===== config.mk =====
export PLATFORM = sky130hd
export DESIGN_NAME = multicycle_ctrl_unit_flat
export DESIGN_NICKNAME = d
export VERILOG_FILES = /design/src/rtl/multicycle_ctrl_unit_if.sv /design/src/rtl/multicycle_ctrl_unit.sv /design/src/flat_wrapper.sv
export SDC_FILE = /design/constraint.sdc
export NUM_CORES = 1
export LEC_CHECK = 0
export CORE_UTILIZATION = 32
export DETAILED_ROUTE_END_ITERATION = 6
export PLACE_DENSITY = 0.79
export SETUP_SLACK_MARGIN = 0.5
export SLEW_MARGIN = 20
export SYNTH_ARGS = -nofsm -noshare
export SYNTH_HDL_FRONTEND = slang
export SYNTH_SLANG_ARGS = --single-unit

===== constraint.sdc =====
create_clock -name clk -period 1.4 [get_ports clk]
set_clock_uncertainty 0.1 [all_clocks]
set_input_delay 0.14 -clock clk [delete_from_list [all_inputs] [get_ports clk]]
set_output_delay 0.14 -clock clk [all_outputs]
set_load 0.005 [all_outputs]

===== src/rtl/multicycle_ctrl_unit_if.sv =====
// -----------------------------------------------------------------------------
// multicycle_ctrl_unit_if
//   Bundles every signal between the multicycle control unit and its datapath
//   and memory. Clock and reset stay outside as plain module ports.
//
//   master : the control unit (consumes status, drives control)
//   slave  : the datapath / memory side (drives status, consumes control)
//
//   Status  : run, instruct, flags {v,c,n,z}, mem_ready
//   Control : ir_load, pc_write, pc_sel, mem_req, mem_we, addr_sel, rf_write,
//             rf_wsel, alu_op, alu_src_imm, flags_load, state_o, trap
// -----------------------------------------------------------------------------
interface multicycle_ctrl_unit_if #(
  parameter int INSTRUCTION_WIDTH = 16
) ();

  // Status into the controller
  logic                         run;
  logic [INSTRUCTION_WIDTH-1:0] instruct;
  logic [3:0]                   flags;
  logic                         mem_ready;

  // Control out of the controller
  logic                         ir_load;
  logic                         pc_write;
  logic [1:0]                   pc_sel;
  logic                         mem_req;
  logic                         mem_we;
  logic                         addr_sel;
  logic                         rf_write;
  logic [1:0]                   rf_wsel;
  logic [3:0]                   alu_op;
  logic                         alu_src_imm;
  logic                         flags_load;
  logic [2:0]                   state_o;
  logic                         trap;

  modport master (
    input  run, instruct, flags, mem_ready,
    output ir_load, pc_write, pc_sel, mem_req, mem_we, addr_sel, rf_write,
           rf_wsel, alu_op, alu_src_imm, flags_load, state_o, trap
  );

  modport slave (
    output run, instruct, flags, mem_ready,
    input  ir_load, pc_write, pc_sel, mem_req, mem_we, addr_sel, rf_write,
           rf_wsel, alu_op, alu_src_imm, flags_load, state_o, trap
  );

endinterface : multicycle_ctrl_unit_if


===== src/rtl/multicycle_ctrl_unit.sv =====
// -----------------------------------------------------------------------------
// multicycle_ctrl_unit
//   Multicycle control FSM for the 16-op ISA. Sequences
//   IDLE -> FETCH -> DECODE -> EXEC -> MEM -> WB and drives the datapath
//   controls combinationally from the current state and the latched IR.
//   Adds run gating, a memory ready/wait handshake with watchdog, branch
//   condition evaluation, and a sticky trap for illegal opcodes and timeouts.
//
// Ports
//   clk     : rising-edge clock
//   resetn  : asynchronous active-low reset (returns to IDLE, counter cleared)
//   bus     : multicycle_ctrl_unit_if.master (status in, control out)
//
// Opcode map (low 4 bits of the opcode field)
//   0 LI   1 ADDI  2 LW   3 SW   4..11 ALU (ADD..SRA, alu_op = opcode)
//   12 LINK  13 JMP  14 JPR  15 BRH. Any opcode >= 16 is illegal.
// -----------------------------------------------------------------------------
module multicycle_ctrl_unit #(
  parameter int INSTRUCTION_WIDTH = 16,
  parameter int OPCODE_LSB        = 0,
  parameter int OPCODE_WIDTH      = 4,
  parameter int COND_LSB          = 4,
  parameter int MEM_TIMEOUT       = 16
) (
  input  logic                  clk,
  input  logic                  resetn,
  multicycle_ctrl_unit_if.master bus
);

  typedef enum logic [2:0] {
    S_IDLE   = 3'd0,
    S_FETCH  = 3'd1,
    S_DECODE = 3'd2,
    S_EXEC   = 3'd3,
    S_MEM    = 3'd4,
    S_WB     = 3'd5,
    S_TRAP   = 3'd7
  } state_e;

  localparam logic [3:0] OP_LI   = 4'd0;
  localparam logic [3:0] OP_ADDI = 4'd1;
  localparam logic [3:0] OP_LW   = 4'd2;
  localparam logic [3:0] OP_SW   = 4'd3;
  localparam logic [3:0] OP_ADD  = 4'd4;
  localparam logic [3:0] OP_SRA  = 4'd11;
  localparam logic [3:0] OP_LINK = 4'd12;
  localparam logic [3:0] OP_JMP  = 4'd13;
  localparam logic [3:0] OP_JPR  = 4'd14;
  localparam logic [3:0] OP_BRH  = 4'd15;

  localparam logic [3:0] ALU_ADD = 4'd4;

  localparam logic [1:0] PC_INC = 2'd0;
  localparam logic [1:0] PC_IMM = 2'd1;
  localparam logic [1:0] PC_REG = 2'd2;

  localparam logic [1:0] WSEL_ALU  = 2'd0;
  localparam logic [1:0] WSEL_MEM  = 2'd1;
  localparam logic [1:0] WSEL_IMM  = 2'd2;
  localparam logic [1:0] WSEL_LINK = 2'd3;

  // The counter only has to hold MEM_TIMEOUT-1: the wait cycle that would
  // reach MEM_TIMEOUT is the one that raises the trap.
  localparam int              CNT_W     = (MEM_TIMEOUT > 1) ? $clog2(MEM_TIMEOUT) : 1;
  localparam bit              WDOG_EN   = (MEM_TIMEOUT > 0);
  localparam logic [CNT_W-1:0] CNT_LIMIT = CNT_W'(WDOG_EN ? MEM_TIMEOUT - 1 : 0);

  state_e              state_q, state_d;
  logic [CNT_W-1:0]    cnt_q, cnt_d;

  logic [OPCODE_WIDTH-1:0] opcode;
  logic [3:0]              op4;
  logic                    op_illegal;
  logic                    is_alu;
  logic [1:0]              cond;
  logic                    br_taken;
  logic                    wait_expired;
  logic [3:0]              alu_op_sel;
  logic                    alu_imm_sel;
  logic                    unused_bits;

  // ---------------------------------------------------------------------------
  // Instruction field decode
  // ---------------------------------------------------------------------------
  assign opcode = bus.instruct[OPCODE_LSB +: OPCODE_WIDTH];
  assign op4    = opcode[3:0];
  assign cond   = bus.instruct[COND_LSB +: 2];
  assign is_alu = (op4 >= OP_ADD) && (op4 <= OP_SRA);

  // Only a field wider than four bits can encode an opcode >= 16.
  if (OPCODE_WIDTH > 4) begin : g_wide_opcode
    assign op_illegal = |opcode[OPCODE_WIDTH-1:4];
  end else begin : g_narrow_opcode
    assign op_illegal = 1'b0;
  end

  // Carry flag and the remaining instruction bits belong to the datapath.
  assign unused_bits = ^{bus.flags[2], bus.instruct};

  // Branch condition on flags {v,c,n,z}.
  always_comb begin
    case (cond)
      2'd0:    br_taken = 1'b1;
      2'd1:    br_taken = bus.flags[0];
      2'd2:    br_taken = ~bus.flags[0];
      default: br_taken = bus.flags[1] ^ bus.flags[3];
    endcase
  end

  // ALU setup shared by EXEC, MEM and WB so the operands stay stable for
  // the whole instruction.
  always_comb begin
    alu_op_sel  = 4'd0;
    alu_imm_sel = 1'b0;
    if (op4 == OP_ADDI || op4 == OP_LW || op4 == OP_SW) begin
      alu_op_sel  = ALU_ADD;
      alu_imm_sel = 1'b1;
    end else if (is_alu) begin
      alu_op_sel  = op4;
    end
  end

  assign wait_expired = WDOG_EN && (cnt_q == CNT_LIMIT);

  // ---------------------------------------------------------------------------
  // State and watchdog registers
  // ---------------------------------------------------------------------------
  // NOTE: reset is asynchronous so control outputs (notably mem_req) fall
  // the moment resetn drops, without waiting for a clock edge.
  always_ff @(posedge clk or negedge resetn) begin
    if (!resetn) begin
      state_q <= S_IDLE;
      cnt_q   <= '0;
    end else begin
      // NOTE: non-blocking so every flop samples pre-edge values.
      state_q <= state_d;
      cnt_q   <= cnt_d;
    end
  end

  // ---------------------------------------------------------------------------
  // Next-state and output decode
  // ---------------------------------------------------------------------------
  always_comb begin
    // NOTE: every output gets a default first, so no path infers a latch.
    state_d         = state_q;
    cnt_d           = '0;
    bus.ir_load     = 1'b0;
    bus.pc_write    = 1'b0;
    bus.pc_sel      = PC_INC;
    bus.mem_req     = 1'b0;
    bus.mem_we      = 1'b0;
    bus.addr_sel    = 1'b0;
    bus.rf_write    = 1'b0;
    bus.rf_wsel     = WSEL_ALU;
    bus.alu_op      = 4'd0;
    bus.alu_src_imm = 1'b0;
    bus.flags_load  = 1'b0;
    bus.trap        = 1'b0;
    bus.state_o     = state_q;

    case (state_q)
      S_IDLE: begin
        if (bus.run) state_d = S_FETCH;
      end

      S_FETCH: begin
        bus.mem_req = 1'b1;
        if (bus.mem_ready) begin
          bus.ir_load  = 1'b1;
          bus.pc_write = 1'b1;
          state_d      = S_DECODE;
        end else if (wait_expired) begin
          state_d = S_TRAP;
        end else begin
          cnt_d = cnt_q + CNT_W'(1);
        end
      end

      S_DECODE: begin
        if (op_illegal)         state_d = S_TRAP;
        else if (op4 == OP_LI)  state_d = S_WB;
        else                    state_d = S_EXEC;
      end

      S_EXEC: begin
        bus.alu_op      = alu_op_sel;
        bus.alu_src_imm = alu_imm_sel;
        state_d         = S_FETCH;
        if (is_alu) begin
          bus.flags_load = 1'b1;
          state_d        = S_WB;
        end else begin
          case (op4)
            OP_ADDI: state_d = S_WB;
            OP_LW,
            OP_SW:   state_d = S_MEM;
            OP_LINK: begin
              bus.rf_write = 1'b1;
              bus.rf_wsel  = WSEL_LINK;
            end
            OP_JMP: begin
              bus.pc_write = 1'b1;
              bus.pc_sel   = PC_IMM;
            end
            OP_JPR: begin
              bus.pc_write = 1'b1;
              bus.pc_sel   = PC_REG;
            end
            OP_BRH: begin
              bus.pc_write = br_taken;
              bus.pc_sel   = br_taken ? PC_IMM : PC_INC;
            end
            default: ;
          endcase
        end
      end

      S_MEM: begin
        bus.mem_req     = 1'b1;
        bus.addr_sel    = 1'b1;
        bus.mem_we      = (op4 == OP_SW);
        bus.alu_op      = alu_op_sel;
        bus.alu_src_imm = alu_imm_sel;
        if (bus.mem_ready) begin
          state_d = (op4 == OP_SW) ? S_FETCH : S_WB;
        end else if (wait_expired) begin
          state_d = S_TRAP;
        end else begin
          cnt_d = cnt_q + CNT_W'(1);
        end
      end

      S_WB: begin
        bus.rf_write    = 1'b1;
        bus.alu_op      = alu_op_sel;
        bus.alu_src_imm = alu_imm_sel;
        if (op4 == OP_LI)      bus.rf_wsel = WSEL_IMM;
        else if (op4 == OP_LW) bus.rf_wsel = WSEL_MEM;
        else                   bus.rf_wsel = WSEL_ALU;
        state_d = S_FETCH;
      end

      S_TRAP: begin
        bus.trap = 1'b1;
      end

      // Unused encoding: treat as a fault and park in TRAP.
      default: state_d = S_TRAP;
    endcase
  end

endmodule : multicycle_ctrl_unit


===== src/flat_wrapper.sv =====
// flat-port wrapper written by rule: the top's interface ports become plain ports
module multicycle_ctrl_unit_flat 
#(
  parameter int INSTRUCTION_WIDTH = 16,
  parameter int OPCODE_LSB        = 0,
  parameter int OPCODE_WIDTH      = 4,
  parameter int COND_LSB          = 4,
  parameter int MEM_TIMEOUT       = 16
)
  (clk, resetn, bus_run, bus_instruct, bus_flags, bus_mem_ready, bus_ir_load, bus_pc_write, bus_pc_sel, bus_mem_req, bus_mem_we, bus_addr_sel, bus_rf_write, bus_rf_wsel, bus_alu_op, bus_alu_src_imm, bus_flags_load, bus_state_o, bus_trap);
  multicycle_ctrl_unit_if #(.INSTRUCTION_WIDTH(INSTRUCTION_WIDTH)) bus_i ();
  input  logic clk;
  input  logic resetn;
  input wire logic [$bits(bus_i.run)-1:0] bus_run;
  input wire logic [$bits(bus_i.instruct)-1:0] bus_instruct;
  input wire logic [$bits(bus_i.flags)-1:0] bus_flags;
  input wire logic [$bits(bus_i.mem_ready)-1:0] bus_mem_ready;
  output wire logic [$bits(bus_i.ir_load)-1:0] bus_ir_load;
  output wire logic [$bits(bus_i.pc_write)-1:0] bus_pc_write;
  output wire logic [$bits(bus_i.pc_sel)-1:0] bus_pc_sel;
  output wire logic [$bits(bus_i.mem_req)-1:0] bus_mem_req;
  output wire logic [$bits(bus_i.mem_we)-1:0] bus_mem_we;
  output wire logic [$bits(bus_i.addr_sel)-1:0] bus_addr_sel;
  output wire logic [$bits(bus_i.rf_write)-1:0] bus_rf_write;
  output wire logic [$bits(bus_i.rf_wsel)-1:0] bus_rf_wsel;
  output wire logic [$bits(bus_i.alu_op)-1:0] bus_alu_op;
  output wire logic [$bits(bus_i.alu_src_imm)-1:0] bus_alu_src_imm;
  output wire logic [$bits(bus_i.flags_load)-1:0] bus_flags_load;
  output wire logic [$bits(bus_i.state_o)-1:0] bus_state_o;
  output wire logic [$bits(bus_i.trap)-1:0] bus_trap;
  assign bus_i.run = bus_run;
  assign bus_i.instruct = bus_instruct;
  assign bus_i.flags = bus_flags;
  assign bus_i.mem_ready = bus_mem_ready;
  assign bus_ir_load = bus_i.ir_load;
  assign bus_pc_write = bus_i.pc_write;
  assign bus_pc_sel = bus_i.pc_sel;
  assign bus_mem_req = bus_i.mem_req;
  assign bus_mem_we = bus_i.mem_we;
  assign bus_addr_sel = bus_i.addr_sel;
  assign bus_rf_write = bus_i.rf_write;
  assign bus_rf_wsel = bus_i.rf_wsel;
  assign bus_alu_op = bus_i.alu_op;
  assign bus_alu_src_imm = bus_i.alu_src_imm;
  assign bus_flags_load = bus_i.flags_load;
  assign bus_state_o = bus_i.state_o;
  assign bus_trap = bus_i.trap;
  multicycle_ctrl_unit #(.INSTRUCTION_WIDTH(INSTRUCTION_WIDTH), .OPCODE_LSB(OPCODE_LSB), .OPCODE_WIDTH(OPCODE_WIDTH), .COND_LSB(COND_LSB), .MEM_TIMEOUT(MEM_TIMEOUT)) u_core (.clk(clk), .resetn(resetn), .bus(bus_i));
endmodule

---- Word-level counts from Yosys, hierarchy flattened ----
Cells that the tools add are included.
cells by class
  add/subtract/negate cells ............... 1
  reductions and logical operators ........ 11
  equal/unequal tests ..................... 17
  $lt $le $gt $ge ......................... 2
  mux-type cells .......................... 41
  bitwise logic cells ..................... 3
operators by type and width
  operator               count
  $mux W4                6
  $mux W3                7
  $pmux W3 S7            1
  $eq A4 B4 Y1 const B   5
  $mux W1                15
  $mux W2                5
  $eq A3 B3 Y1 const B   3
  $eq A4 B2 Y1 const B   2
  $eq A3 B2 Y1 const B   2
  $pmux W1 S2            3
  $pmux W2 S3            1
  $pmux W3 S2            1
  $reduce_or A2 Y1       3
  $add A4 B1 Y4 const B  1
  $eq A4 B1 Y1 const B   1
  $ge A4 B3 Y1 const B   1
  $le A4 B4 Y1 const B   1
  $logic_not A4 Y1       1
  $pmux W2 S2            1
  $eq A3 B1 Y1 const B   1
  $logic_not A3 Y1       1
  $pmux W1 S3            1
  $reduce_or A3 Y1       1
  $eq A2 B1 Y1 const B   1
  other kinds (8)        10
storage, ports and cells
  logic and storage cells ................. 77
  output and inout bits ................... 20
  bits of input ports ..................... 24
  register bits ........................... 7

---- Logic depth before layout (Yosys ltp) ----
  depth in word-level cells ............... 6
  depth in mapped cells ................... 6
  depth with buffers taken out ............ 5

---- Least setup slack after synthesis ----
Ideal clock, no wire load.
  kind .................................... input-to-output
  from .................................... input bus_instruct[2]
  to ...................................... output bus_rf_write
  arrival ................................. 1.119 ns
  required time ........................... 1.160 ns
  buffers on the path ..................... 0
  path slack .............................. 0.041 ns
  stages on the path ...................... 5
  cells stage by stage .................... inv_1 > ha_1 > nand2b_1 > or2_1 > o31ai_1
on the way
  cells in the longest elaborated chain, start to end .. 4
  elaborated cells on any way between the ends .. 7
  those cells by class .................... 2 x order compare; 1 x eq/ne; 3 x mux; 1 x reduce/logical
RTL lines
  what                                                   RTL line                                                 source
  start: declaration                                     flat_wrapper.sv:15                                       input wire logic [$bits(bus_i.instruct)-1:0] bus_instruct;
  $ge A4 B3 Y1 (tied with other cells)                   multicycle_ctrl_unit.sv:88                               assign is_alu = (op4 >= OP_ADD) && (op4 <= OP_SRA);
  $logic_and A1 B1 Y1 / $mux W1 (equally long branches)  multicycle_ctrl_unit.sv:88, multicycle_ctrl_unit.sv:194
  $mux W1 (*)                                            multicycle_ctrl_unit.sv:190                              if (is_alu) begin
  $pmux W1 S2 (*)                                        multicycle_ctrl_unit.sv:162                              case (state_q)
  end: declaration                                       flat_wrapper.sv:24                                       output wire logic [$bits(bus_i.rf_write)-1:0] bus_rf_write;
Every way passes the cells marked *; elsewhere a longest branch is shown, timed or not.

---- Worst setup path after layout ----
  from .................................... register u_core.state_q[2] (netlist: u_core.bus.state_o[2])
  to ...................................... output bus_mem_req
on the way
  cells in the longest elaborated chain, start to end .. 3
  elaborated cells on any way between the ends .. 4
  those cells by class .................... 2 x eq/ne; 1 x mux; 1 x reduce/logical
RTL lines
  what                                                 RTL line                     source
  start: declaration                                   multicycle_ctrl_unit.sv:68   state_e state_q, state_d;
  start signal: assignment                             multicycle_ctrl_unit.sv:136  state_q <= state_d;
  $eq A3 B1 Y1 / $eq A3 B3 Y1 (equally long branches)  multicycle_ctrl_unit.sv:162
  $reduce_or A2 Y1 (no source line) (*)                n/a
  $mux W1 (*)                                          multicycle_ctrl_unit.sv:162
  end: declaration                                     flat_wrapper.sv:21           output wire logic [$bits(bus_i.mem_req)-1:0] bus_mem_req;
Marked as above.

==> flow_results.org <==
** Power and ir drop
- The analysis attributes to net switching a power of about 990 uW.
- Per report_power, the combinational group accounts for between 70 and 80% of the total.
- Internal power comes to about 1.5 mW.
- Power density over cell area :: between 1500 and 2000 mW/mm^2
- IR Drop Worst-Case VDD :: 1.251 mV
- In this run the static leakage power is 0.7722 nW.
- Switching share of total power :: between 30% and 40%
- The clock network burns 8.1% of the power.
- Sequential cells account for 14.1% of the total power.

** Finish
- Multi-input gate area :: 700.7 um^2
- Area delta synth->final :: 121.0%
- Final Instance Area :: ~0.0016 mm^2
- The layout has 136 filler cells.
- For this run, the post-layout net count is 190.
- The repair_antennas step left the layout with diodes totalling 0.
- Cells with a size suffix above 1 make up a little over three fifths of the layout.
- Combined flip-flop and latch cell area :: 178.9 um^2

** Placed design
- Once detailed placement completed, the half-perimeter wirelength came to just over 2000 um.
- Input and output buffers added on the ports amount to 32.
- Minimum setup slack after placement :: -917.2 ps
- Cell area reported after detailed placement :: approximately 0.0014 mm^2
- Routability cong. :: 0.8581

** Timing
- The smallest clock period supported by the final layout is computed as 1773 ps.
- Setup slack of the critical path after layout :: -373.1 ps
- The number of pins with negative max-slew slack in the final report is 0.
- Max Clock Freq :: approximately 560 MHz
- Final setup vio count :: 21
- Relative max-transition margin :: about three quarters
- Dividing the final minimum period by the clock period gives 126.7%.
- RSZ-0062 raised after global routing :: true
- At the pin with the least slew margin, the transition time is 350.0 ps.
- Worst hold-check slack :: 30.96 ps
- The hold violation total from the final report came to 0.

** Synth
- Counting flops with an async set or reset pin after synthesis yields a share of 100.0%.
- The synthesized design contains 0 enable-type register cells.
- The most used flip-flop cell after synthesis is sky130_fd_sc_hd__dfrtp_1.
- The portion of synthesized area spent on multiplexers is 2.906%.
- After Yosys synthesis, and, or, nand and nor cells account for 30.94% of the synthesized area.
- In this run, synthesis produced a sequential element count of 7.
- Netlist area before placement :: roughly 730 um^2
- In the synthesized netlist, the number of instances is 85.
- Counting every net in the synthesized netlist gives 114.
- Share of synthesized area occupied by flip-flops and latches :: between 20% and 30%
- Of the total synthesized cell area, the portion taken by full adders, half adders and majority gates is 8.547%.
- Summing the areas of all xor and xnor instances in the mapped netlist gives 5.812% of the synthesized area.
- Synthesis instantiated 41 different standard cells from the library.
- For this run, the number of Yosys warnings is 0.
- Syn avg cell area :: 8.611 um^2
- Summing the areas of all compound-gate instances in the mapped netlist gives 21.71% of the synthesized area.
- After synthesis, the largest family of logic cells by area is simple AND/OR/NAND/NOR gates.

** Route
- After detailed routing, the number of remaining DRC violations is 0.
- After detailed routing, the total wire length is around 3200 um.
- Number of vias per cell :: 5.235
- Dividing the detail-routed wire length by the instance count gives 17.07 um.
- Before antenna repair, the detailed router went through 4 iterations.
- In this run the remaining antenna-violating nets after routing total 0.
- Via count :: 979
- Count of routing violations after the opening detailed-route iteration :: 20

** CTS
- Clock-pin slew of the registers on the worst-case setup and hold paths :: 70 ps
- For this design, the sink count on the clock tree is 7.
- Number of buffers between clock root and the deepest sink :: 2
- Total CTS buffers :: 3
- The cell sitting at the root of the clock tree is a sky130_fd_sc_hd__clkbuf_4.
- CTS tree :: done
- CTS built an H-tree with a depth of 1.
- Clock insertion delay at the later pin of the skew report :: 280 ps

** Critical path
- The worst setup path is launched from a register.
- Crit-path max FO :: 4
- Kind of end point of the critical path :: output port
- At the worst endpoint, the arrival time is 1530 ps.
- Required time worst endpoint :: 1160 ps
- Classification of the worst setup path :: register to output port

** Global route
- Wire length of the first global-routing pass :: 5023 um
- Global-route usage over all layers :: ~27%
- The number of global-route vias before repair came to 1,013.
- Entering global routing, the biggest net connects 9 pins.
- Initial antenna violation count :: 0
- Leftover overflow at the end of global routing :: 0

** Worst hold path
- The path class of the tightest hold or removal check is input port to asynchronous set/reset pin.

** Floorplan
- The initialized floorplan defines 16 standard-cell rows.
- The core region is between 0.002 and 0.0025 mm^2.
- For this configuration, the core starts out at a cell density of 35.50%.
- 44 I/O pins were placed.
- DIE AREA :: 0.002483 mm^2
- Height of the die :: about 50 um
- The floorplan step set the die width to 49.83 um.

** Flow run
- Across the run, the number of max-cap violations was 0.

** Run status
- The checks that failed: negative setup slack.
- The run finished, with violations left.
==> Yosys cell counts, types with 2 or more instances <==
cell | count | area (um^2)
sky130_fd_sc_hd__a211oi_1 | 2 | 15.01
sky130_fd_sc_hd__and3_1 | 5 | 31.28
sky130_fd_sc_hd__and4b_1 | 3 | 30.03
sky130_fd_sc_hd__buf_2 | 3 | 15.01
sky130_fd_sc_hd__clkbuf_1 | 2 | 7.510
sky130_fd_sc_hd__dfrtp_1 | 7 | 175.2
sky130_fd_sc_hd__ha_1 | 5 | 62.56
sky130_fd_sc_hd__inv_1 | 4 | 15.01
sky130_fd_sc_hd__nand2_1 | 2 | 7.510
sky130_fd_sc_hd__nand2b_1 | 2 | 12.51
sky130_fd_sc_hd__nand3_1 | 2 | 10.01
sky130_fd_sc_hd__nand3b_1 | 3 | 22.52
sky130_fd_sc_hd__nor2_1 | 8 | 30.03
sky130_fd_sc_hd__nor2b_1 | 2 | 12.51
sky130_fd_sc_hd__nor3b_1 | 3 | 22.52
sky130_fd_sc_hd__nor4_1 | 2 | 12.51
sky130_fd_sc_hd__o211ai_1 | 2 | 15.01
sky130_fd_sc_hd__o21ai_0 | 3 | 15.01
sky130_fd_sc_hd__o2bb2ai_1 | 2 | 17.52
sky130_fd_sc_hd__xor2_1 | 2 | 17.52
==> final timing paths <==
| kind | startpoint | end | slack (ps) | depth (start not counted) |
|---|---|---|---|---|
| worst max-delay path | u_core.bus.state_o[2]$_DFFE_PN0P_ | bus_mem_req | -370 | 5 |
| worst min-delay path | resetn | u_core.bus.state_o[1]$_DFFE_PN0P_ | 30 | 1 |
| worst max register to register | u_core.bus.state_o[1]$_DFFE_PN0P_ | u_core.bus.state_o[2]$_DFFE_PN0P_ | -270 | 7 |
| worst min register to register | u_core.cnt_q[0]$_DFF_PN0_ | u_core.cnt_q[0]$_DFF_PN0_ | 400 | 1 |
| max in group asynchronous | resetn | u_core.bus.state_o[0]$_DFFE_PN0P_ | 890 | 1 |
| min in group clk | u_core.cnt_q[0]$_DFF_PN0_ | u_core.cnt_q[0]$_DFF_PN0_ | 400 | 1 |
==> cell families after synthesis <==
family | after synthesis
simple gates | 36
compound gates | 21
buf+inv | 10
flops | 7
fa+ha+maj | 5
xor+xnor | 4
mux | 2
==> power by group through the flow <==
stage	sequential [mW]	combinational (mW)	clock [mW]
2_1_floorplan	0.363	0.651	0
3_3_place_gp	0.363	1.39	0
3_5_place_dp	0.367	1.43	0
4_1_cts	0.347	1.84	0.196
5_1_grt	0.360	2.08	0.225
6_report	0.355	1.96	0.205
==> registers in the layout, indices dropped and copies added, names as in the netlist <==
name	flops
u_core.cnt_q	4
u_core.bus.state_o	3
==> critical path, cell delays in order, from the launching register on <==
cell and delay [ps]:
sky130_fd_sc_hd__dfrtp_2 410, sky130_fd_sc_hd__buf_4 150, sky130_fd_sc_hd__buf_6 130, sky130_fd_sc_hd__xor2_2 170
sky130_fd_sc_hd__nor2b_2 140, sky130_fd_sc_hd__dlygate4sd2_1 250
==> layer usage <==
metal  up-vias  wire length [um]  global-route usage, %  share of wire (%)
met5         -                 0                      0                  0
li1        471                 -                      -                  -
met1       482              1414                  33.40                 44
met4         0                25                  8.095               0.78
met3         4               113                  7.407                3.5
met2        22              1641                  46.62                 51
==> layout make-up <==
class	count	share of cell area, %
repair buffers	77	40.99
flip-flops and latches	7	11.06
well taps	27	2.088
inverters	4	0.9281
multi-input cells	68	43.31
clock buffers	4	1.624
==> metrics by stage <==
| stage | instances | power (mW) | setup TNS, ps | utilization [%] |
|---|---|---|---|---|
| floorplan | 85 | 1.014 | 0 | - |
| global placement | 171 | 1.752 | -10350 | 68.33 |
| detailed placement | 171 | 1.802 | -10670 | 68.33 |
| CTS | 186 | 2.385 | -4316 | 77.12 |
| global route | 187 | 2.663 | -6474 | 78.46 |
| finish | 187 | 2.524 | -5347 | 78.46 |
==> what timing repair did <==
item / 4_1_cts / 5_1_grt
hold buffers: 0 / 0
buffers inserted: 11 / 1
endpoints found under the setup margin: 27 / 27
pin swaps: 17 / 12
endpoints found under the hold margin: 0 / 0
gates resized for setup: 101 / 6
==> cells in the final DEF (no fill, tap or decap), types with 3 or more instances in the layout <==
master,n
sky130_fd_sc_hd__and4b_1,3
sky130_fd_sc_hd__clkbuf_4,3
sky130_fd_sc_hd__ha_1,3
sky130_fd_sc_hd__clkdlybuf4s15_2,4
sky130_fd_sc_hd__buf_6,15
sky130_fd_sc_hd__buf_2,11
sky130_fd_sc_hd__and3_1,4
sky130_fd_sc_hd__nor2_1,5
sky130_fd_sc_hd__nand3b_1,3
sky130_fd_sc_hd__dfrtp_1,4
sky130_fd_sc_hd__dlygate4sd2_1,5
sky130_fd_sc_hd__dfrtp_2,3
sky130_fd_sc_hd__clkdlybuf4s50_1,8
sky130_fd_sc_hd__buf_4,31
(Power assumes the default switching activity.)
